[src/rtl/mem_arb_pkg.sv]
// Shared types and constants for the memory-port arbiter: FSM states, owner ids
// (also used as grant bit positions) and the exception record.
package mem_arb_pkg;

  typedef enum logic [1:0] {IDLE, ISSUE, WAIT} arb_state_t;

  typedef enum logic [1:0] {OWN_FETCH, OWN_LOAD, OWN_STORE} arb_owner_t;

  typedef struct packed {
    logic       valid;
    logic [3:0] code;
  } mem_exc_t;

  localparam logic [3:0] EXC_INST_MISALIGN  = 4'd0;
  localparam logic [3:0] EXC_LOAD_MISALIGN  = 4'd4;
  localparam logic [3:0] EXC_STORE_MISALIGN = 4'd6;

  function automatic mem_exc_t misalign_exc(input arb_owner_t owner);
    mem_exc_t exc;
    exc.valid = 1'b1;
    case (owner)
      OWN_LOAD:  exc.code = EXC_LOAD_MISALIGN;
      OWN_STORE: exc.code = EXC_STORE_MISALIGN;
      default:   exc.code = EXC_INST_MISALIGN;
    endcase
    return exc;
  endfunction

endpackage

[src/rtl/mem_arb_grant.sv]
// Fixed-priority grant (store > load > fetch) with a starvation counter that
// forces fetch to win after STARVE_LIMIT lost arbitration cycles.
module mem_arb_grant
  import mem_arb_pkg::*;
#(
  parameter int STARVE_LIMIT = 4,
  parameter int STARVE_W     = $clog2(STARVE_LIMIT + 1)
) (
  input  logic       clk,
  input  logic       reset,
  input  logic       fetch_valid,
  input  logic       load_valid,
  input  logic       store_valid,
  input  logic       idle,
  output logic [2:0] grant
);

  logic [STARVE_W-1:0] starve_cnt;
  logic                starved;

  assign starved = (starve_cnt == STARVE_W'(STARVE_LIMIT));

  // NOTE: every output of an always_comb gets a default first, so no path can infer a latch.
  always_comb begin
    grant = '0;
    if (idle) begin
      if (fetch_valid && starved) grant[OWN_FETCH] = 1'b1;
      else if (store_valid)       grant[OWN_STORE] = 1'b1;
      else if (load_valid)        grant[OWN_LOAD]  = 1'b1;
      else if (fetch_valid)       grant[OWN_FETCH] = 1'b1;
    end
  end

  // An idle cycle with fetch pending always grants someone, so "idle and not fetch" means fetch lost.
  always_ff @(posedge clk) begin
    if (reset) begin
      starve_cnt <= '0;
    end else if (!fetch_valid || grant[OWN_FETCH]) begin
      starve_cnt <= '0;
    end else if (idle && !starved) begin
      starve_cnt <= starve_cnt + 1'b1;
    end
  end

endmodule

[src/rtl/mem_port_arbiter.sv]
// Shares one memory32 request port between fetch, load and store, keeping a
// single transaction in flight and routing each response back to its issuer.
module mem_port_arbiter
  import mem_arb_pkg::*;
#(
  parameter int XLEN         = 32,
  parameter int STARVE_LIMIT = 4,
  parameter int STARVE_W     = $clog2(STARVE_LIMIT + 1)
) (
  input  logic            clk,
  input  logic            reset,
  input  logic            fetch_req_valid,
  output logic            fetch_req_ready,
  input  logic [XLEN-1:0] fetch_req_addr,
  output logic            fetch_res_valid,
  output logic [XLEN-1:0] fetch_res_data,
  output logic [4:0]      fetch_res_exc,
  input  logic            load_req_valid,
  output logic            load_req_ready,
  input  logic [XLEN-1:0] load_req_addr,
  output logic            load_res_valid,
  output logic [XLEN-1:0] load_res_data,
  output logic [4:0]      load_res_exc,
  input  logic            store_req_valid,
  output logic            store_req_ready,
  input  logic [XLEN-1:0] store_req_addr,
  input  logic [XLEN-1:0] store_req_data,
  output logic            store_res_valid,
  output logic [4:0]      store_res_exc,
  output logic            mem_req_valid,
  input  logic            mem_req_ready,
  output logic            mem_req_write,
  output logic [XLEN-1:0] mem_req_addr,
  output logic [XLEN-1:0] mem_req_data,
  input  logic            mem_res_valid,
  input  logic [XLEN-1:0] mem_res_data,
  input  logic [4:0]      mem_res_exc
);

  arb_state_t      state, state_nxt;
  arb_owner_t      owner_q, win_owner;
  logic [XLEN-1:0] addr_q, data_q, win_addr;
  logic            write_q;
  logic            idle, accept, win_misaligned;
  logic [2:0]      grant;

  logic [2:0]           res_valid_q;
  mem_exc_t [2:0]       res_exc_q;
  logic [XLEN-1:0]      fetch_data_q, load_data_q;

  // Readies must stay low while reset is held, even though the state already reads IDLE.
  assign idle = (state == IDLE) && !reset;

  mem_arb_grant #(
    .STARVE_LIMIT (STARVE_LIMIT),
    .STARVE_W     (STARVE_W)
  ) u_grant (
    .clk         (clk),
    .reset       (reset),
    .fetch_valid (fetch_req_valid),
    .load_valid  (load_req_valid),
    .store_valid (store_req_valid),
    .idle        (idle),
    .grant       (grant)
  );

  assign accept = |grant;

  always_comb begin
    win_owner = OWN_FETCH;
    win_addr  = fetch_req_addr;
    if (grant[OWN_STORE]) begin
      win_owner = OWN_STORE;
      win_addr  = store_req_addr;
    end else if (grant[OWN_LOAD]) begin
      win_owner = OWN_LOAD;
      win_addr  = load_req_addr;
    end
  end

  assign win_misaligned = (win_addr[1:0] != 2'b00);

  // NOTE: sequential state uses <= so every flop samples pre-edge values regardless of block order.
  always_ff @(posedge clk) begin
    if (reset) state <= IDLE;
    else       state <= state_nxt;
  end

  always_comb begin
    state_nxt = state;
    case (state)
      IDLE:    if (accept && !win_misaligned) state_nxt = ISSUE;
      ISSUE:   if (mem_req_ready)              state_nxt = WAIT;
      WAIT:    if (mem_res_valid)              state_nxt = IDLE;
      default: state_nxt = IDLE;
    endcase
  end

  always_comb begin
    fetch_req_ready = grant[OWN_FETCH];
    load_req_ready  = grant[OWN_LOAD];
    store_req_ready = grant[OWN_STORE];
    mem_req_valid   = 1'b0;
    mem_req_write   = 1'b0;
    mem_req_addr    = '0;
    mem_req_data    = '0;
    if (state == ISSUE && !reset) begin
      mem_req_valid = 1'b1;
      mem_req_write = write_q;
      mem_req_addr  = addr_q;
      mem_req_data  = data_q;
    end
  end

  // Read data is latched as zero so the issued request carries data=0 for reads.
  always_ff @(posedge clk) begin
    if (reset) begin
      owner_q <= OWN_FETCH;
      addr_q  <= '0;
      data_q  <= '0;
      write_q <= 1'b0;
    end else if (accept && !win_misaligned) begin
      owner_q <= win_owner;
      addr_q  <= win_addr;
      write_q <= (win_owner == OWN_STORE);
      data_q  <= (win_owner == OWN_STORE) ? store_req_data : '0;
    end
  end

  // Misaligned requests complete locally; aligned ones complete on the WAIT-state response.
  always_ff @(posedge clk) begin
    if (reset) begin
      res_valid_q  <= '0;
      res_exc_q    <= '0;
      fetch_data_q <= '0;
      load_data_q  <= '0;
    end else begin
      res_valid_q <= '0;
      if (accept && win_misaligned) begin
        res_valid_q[win_owner] <= 1'b1;
        res_exc_q[win_owner]   <= misalign_exc(win_owner);
        if (win_owner == OWN_FETCH) fetch_data_q <= '0;
        if (win_owner == OWN_LOAD)  load_data_q  <= '0;
      end else if (state == WAIT && mem_res_valid) begin
        res_valid_q[owner_q] <= 1'b1;
        res_exc_q[owner_q]   <= mem_res_exc;
        if (owner_q == OWN_FETCH) fetch_data_q <= mem_res_data;
        if (owner_q == OWN_LOAD)  load_data_q  <= mem_res_data;
      end
    end
  end

  assign fetch_res_valid = res_valid_q[OWN_FETCH];
  assign load_res_valid  = res_valid_q[OWN_LOAD];
  assign store_res_valid = res_valid_q[OWN_STORE];
  assign fetch_res_exc   = res_exc_q[OWN_FETCH];
  assign load_res_exc    = res_exc_q[OWN_LOAD];
  assign store_res_exc   = res_exc_q[OWN_STORE];
  assign fetch_res_data  = fetch_data_q;
  assign load_res_data   = load_data_q;

endmodule

[config.mk]
export PLATFORM = sky130hd
export DESIGN_NAME = mem_port_arbiter
export DESIGN_NICKNAME = d
export VERILOG_FILES = /design/src/rtl/mem_arb_pkg.sv /design/src/rtl/mem_arb_grant.sv /design/src/rtl/mem_port_arbiter.sv
export SDC_FILE = /design/constraint.sdc
export NUM_CORES = 1
export LEC_CHECK = 0
export ABC_AREA = 1
export CORE_MARGIN = 2
export CORE_UTILIZATION = 44
export DETAILED_ROUTE_END_ITERATION = 10
export HOLD_SLACK_MARGIN = 0.05
export MAX_ROUTING_LAYER = met4
export PLACE_DENSITY = 0.95
export SYNTH_ARGS = -nofsm -noshare
export SYNTH_HDL_FRONTEND = slang
export SYNTH_SLANG_ARGS = --single-unit
[constraint.sdc]
create_clock -name clk -period 3.8 [get_ports clk]
set_input_delay 0.57 -clock clk [delete_from_list [all_inputs] [get_ports clk]]
set_output_delay 0.57 -clock clk [all_outputs]
set_load 0.01 [all_outputs]
==> results.md <==
| Parameter | Reported | Unit |
| --- | --- | --- |
| Number of clock buffers inserted by TritonCTS | 17 | - |
| Global route overflow | 0 | - |
| Endpoint, Worst Hold | state[1] | - |
| Setup crit start kind | flop | - |
| Post-layout util | 71.7 | % |
| Net count after synthesis | 1,122 | - |
| Setup_tns | 0 | ns |
| Result of the run | complete, no violations | - |
| Synth Flop Type | sky130_fd_sc_hd__dfxtp_1 | - |
| Number of enable-type register cells in the synthesized netlist | 0 | - |
| Routed WL | 23,000 | um |
| Overall routing resource usage | 28.6 | % |
| Setup-violating endpoint count in the final report | 0 | - |
| Power density of the placed cells | 386 | mW/mm^2 |
| Worst reg-to-reg setup slack | 1.39 | ns |
| Fraction of final layout cells sized beyond drive strength 1 | 4.64 | % |
| Number of cells after detailed placement | 1,403 | - |
| Leak | 3.84 | nW |
| Cell chain of the critical path | inv_1, nand2_1, nor2_1, inv_2, nor2_1, clkdlybuf4s50_1 | - |
| HPWL reported at the end of detailed placement | 16,400 | um |
| Number of remaining DRC errors | 0 | - |
| Pin slew with the least headroom to its limit | 1.16 | ns |
| Combined area of all synthesized cells | 0.00659 | mm^2 |
| Count of yosys warnings during synthesis | 0 | - |
| Wire length of the first global-routing pass | 35,700 | um |
| Initial antenna violation count | 0 | - |
| Die X | 126 | um |
| Number of failing hold endpoints at the final stage | 0 | - |
| Buffers on Ports | 322 | - |
| Required time worst endpoint | 3.23 | ns |
| Worst ir drop on vdd | 0.000325 | V |
| Number of logic stages on the critical path including buffering | 6 | - |
| Number of cells on the worst hold path | 2 | - |
| CTS tree | yes | - |
| Number of distinct library cell variants in the gate-level netlist after synthesis | 31 | - |
| Arrival time at the worst endpoint | 2.53 | ns |
| Cell count after synthesis | 948 | - |
| Cell type group with the largest total delay on the critical path | buffers and inverters | - |
| Post-synthesis area per instance | 6.95 | um^2 |
| Number of fillers in the final layout | 1,056 | - |
| Clock tree sinks | 153 | - |
| Max Slew Vio Count | 0 | - |
| Max Cap Violations | 0 | - |
| Achievable Freq | 322 | MHz |
| Clock latency on the worst-skew pair | 0.42 | ns |
| Die Span Y | 126 | um |
| Syn-to-layout area delta | 58.8 | % |
| Number of vias per cell after detailed routing | 5.21 | - |
| Root Buffer | sky130_fd_sc_hd__clkbuf_16 | - |
| Number of H-tree levels | 4 | - |
| Maximum count of clock buffers along a single path | 2 | - |
| # resized after CTS | 0 | - |
| Max stage delay cell, worst path | sky130_fd_sc_hd__inv_2 | - |
| Number of synthesized register bits | 153 | - |
| Biggest cell delay along the critical path | 0.78 | ns |
| RSZ-0062 raised after global routing | false | - |
| Clock-pin transition on the worst setup and hold timing paths | 0.05 | ns |
| Routed length per instance | 16.0 | um |
| Capture instance of the worst register-to-register path | data_q[21] | - |
| 1st-pass router iterations | 6 | - |
| Area enclosed by the die boundary | 0.0160 | mm^2 |
| Routability-driven placement congestion ratio | 0.900 | - |
| Number of primary I/O pins | 323 | - |
| Critical Path Fanout Max | 63 | - |
| Std-Cell Core Area | 0.0146 | mm^2 |
| Non-Filler Instances | 1,434 | - |
| Total Nets Final | 1,412 | - |
| Relative slew margins | 22.5 | % |
| Antenna Violating Nets Remaining | 0 | - |
| Origin of the critical flop-to-flop path | u_grant.starve_cnt[0] | - |
| Fin crit share | 81.6 | % |
| Post-CTS setup buffers | 0 | - |
| Class of the worst hold path | in -> reg | - |
| Number of global-route vias before repair | 7,064 | - |
| Worst reg2reg path depth | 11 | - |
| Starting density of the core | 45.2 | % |
| Asr flop ratio synth | 0 | % |
| Shortest period the worst path allows | 3.10 | ns |
| WP buf/inv | 3 | - |
| Largest net degree at the start of global routing | 110 | - |
| Startpoint of the lowest-slack hold path | reset | - |
| Hold buffer count at cts | 0 | - |
| Cell with the most instances on the worst path | sky130_fd_sc_hd__nor2_1 | - |
| Critical path class | reg -> out | - |
| Num rows | 44 | - |
| Number of design-rule violations left by the first detailed-router iteration | 642 | - |
| Number of diodes | 0 | - |
| DR vias | 7,475 | - |
| Crit end category | primary output | - |
| Clock Skew | 0.0108 | ns |
| Portion of the post-synthesis area used by sequential elements | 46.5 | % |
[cells in the final DEF, fill, tap and decap left out, types with 4 or more instances in the layout]
master and instances:
sky130_fd_sc_hd__nand3_1 62, sky130_fd_sc_hd__nand2_1 271, sky130_fd_sc_hd__nor2_2 5, sky130_fd_sc_hd__buf_4 10
sky130_fd_sc_hd__nor2_1 90, sky130_fd_sc_hd__dfxtp_1 153, sky130_fd_sc_hd__inv_1 97, sky130_fd_sc_hd__a22oi_1 16
sky130_fd_sc_hd__clkdlybuf4s50_1 321, sky130_fd_sc_hd__o21ai_0 32, sky130_fd_sc_hd__clkinv_2 4, sky130_fd_sc_hd__a21oi_1 135
sky130_fd_sc_hd__clkbuf_16 17
[cell usage after synthesis, types with 4 or more instances]
library cell	number	area, um^2
sky130_fd_sc_hd__clkbuf_1	34	128
sky130_fd_sc_hd__inv_1	97	364
sky130_fd_sc_hd__o21ai_0	32	160
sky130_fd_sc_hd__nand3_1	62	310
sky130_fd_sc_hd__buf_2	9	45.0
sky130_fd_sc_hd__nor2_2	4	25.0
sky130_fd_sc_hd__nor2_1	91	342
sky130_fd_sc_hd__nand2_1	271	1020
sky130_fd_sc_hd__a22oi_1	16	120
sky130_fd_sc_hd__dfxtp_1	153	3060
sky130_fd_sc_hd__buf_1	9	33.8
sky130_fd_sc_hd__a21oi_1	135	676
sky130_fd_sc_hd__buf_4	4	30.0
[layer usage]
layer	track usage, %	wire length [um]
met5	-	0
met2	47.7	11400
met1	33.4	9080
met4	11.6	886
met3	6.37	1660
[state kept, by name, summed over array words and instances (netlist names)]
name,cells
addr_q,32
data_q,32
fetch_res_data,32
fetch_res_exc,5
load_res_data,32
load_res_exc,5
owner_q,2
res_valid_q,3
state,2
store_res_exc,5
u_grant.starve_cnt,3
[worst max path at each step]
stage	slack, ns	start	endpoint
floorplan	1.89	reset	mem_req_addr[10]
global placement	0.93	reset	data_q[7]
detailed placement	0.79	reset	data_q[21]
CTS	0.70	state[1]	mem_req_data[15]
global route	0.52	state[1]	mem_req_data[15]
finish	0.70	state[1]	mem_req_data[15]
[area by class of cell]
class                   instances  area, um^2  area share, %
clock buffers                  20         467           4.46
clock inverters                11         143           1.36
inverters                     100         375           3.59
multi-input cells             634        2880           27.5
flip-flops and latches        153        3060           29.3
well taps                     184         230           2.20
repair buffers                332        3310           31.6
[report_power, final]
group | total [W] | internal, W | switching (W)
Combinational | 0.000609 | 0.000292 | 0.000317
Sequential | 0.00169 | 0.00166 | 0.0000260
Clock | 0.00174 | 0.00108 | 0.000659
Total | 0.00404 | 0.00304 | 0.00100
[metrics by stage]
step           setup slack [ns]  total power [W]  hold WS (ns)  cell area (um^2)
2_1_floorplan              1.89          0.00201         0.430              6590
3_3_place_gp              0.930          0.00231         0.441              9860
3_5_place_dp              0.791          0.00233         0.446              9860
4_1_cts                   0.698          0.00405         0.361             10500
5_1_grt                   0.524          0.00418         0.391             10500
6_report                  0.699          0.00404         0.380             10500
[logic make-up after synthesis]
logic type               after synthesis  share of synthesized area [%]
AND/OR/NAND/NOR                      437                           27.3
buffers and inverters                161                           9.95
AO/OA/AOI/OAI                        194                           15.8
adder cells (fa/ha/maj)                2                          0.380
XOR/XNOR                               1                          0.133
flip-flops                           153                           46.5
Power figures use the tool's default switching activity.
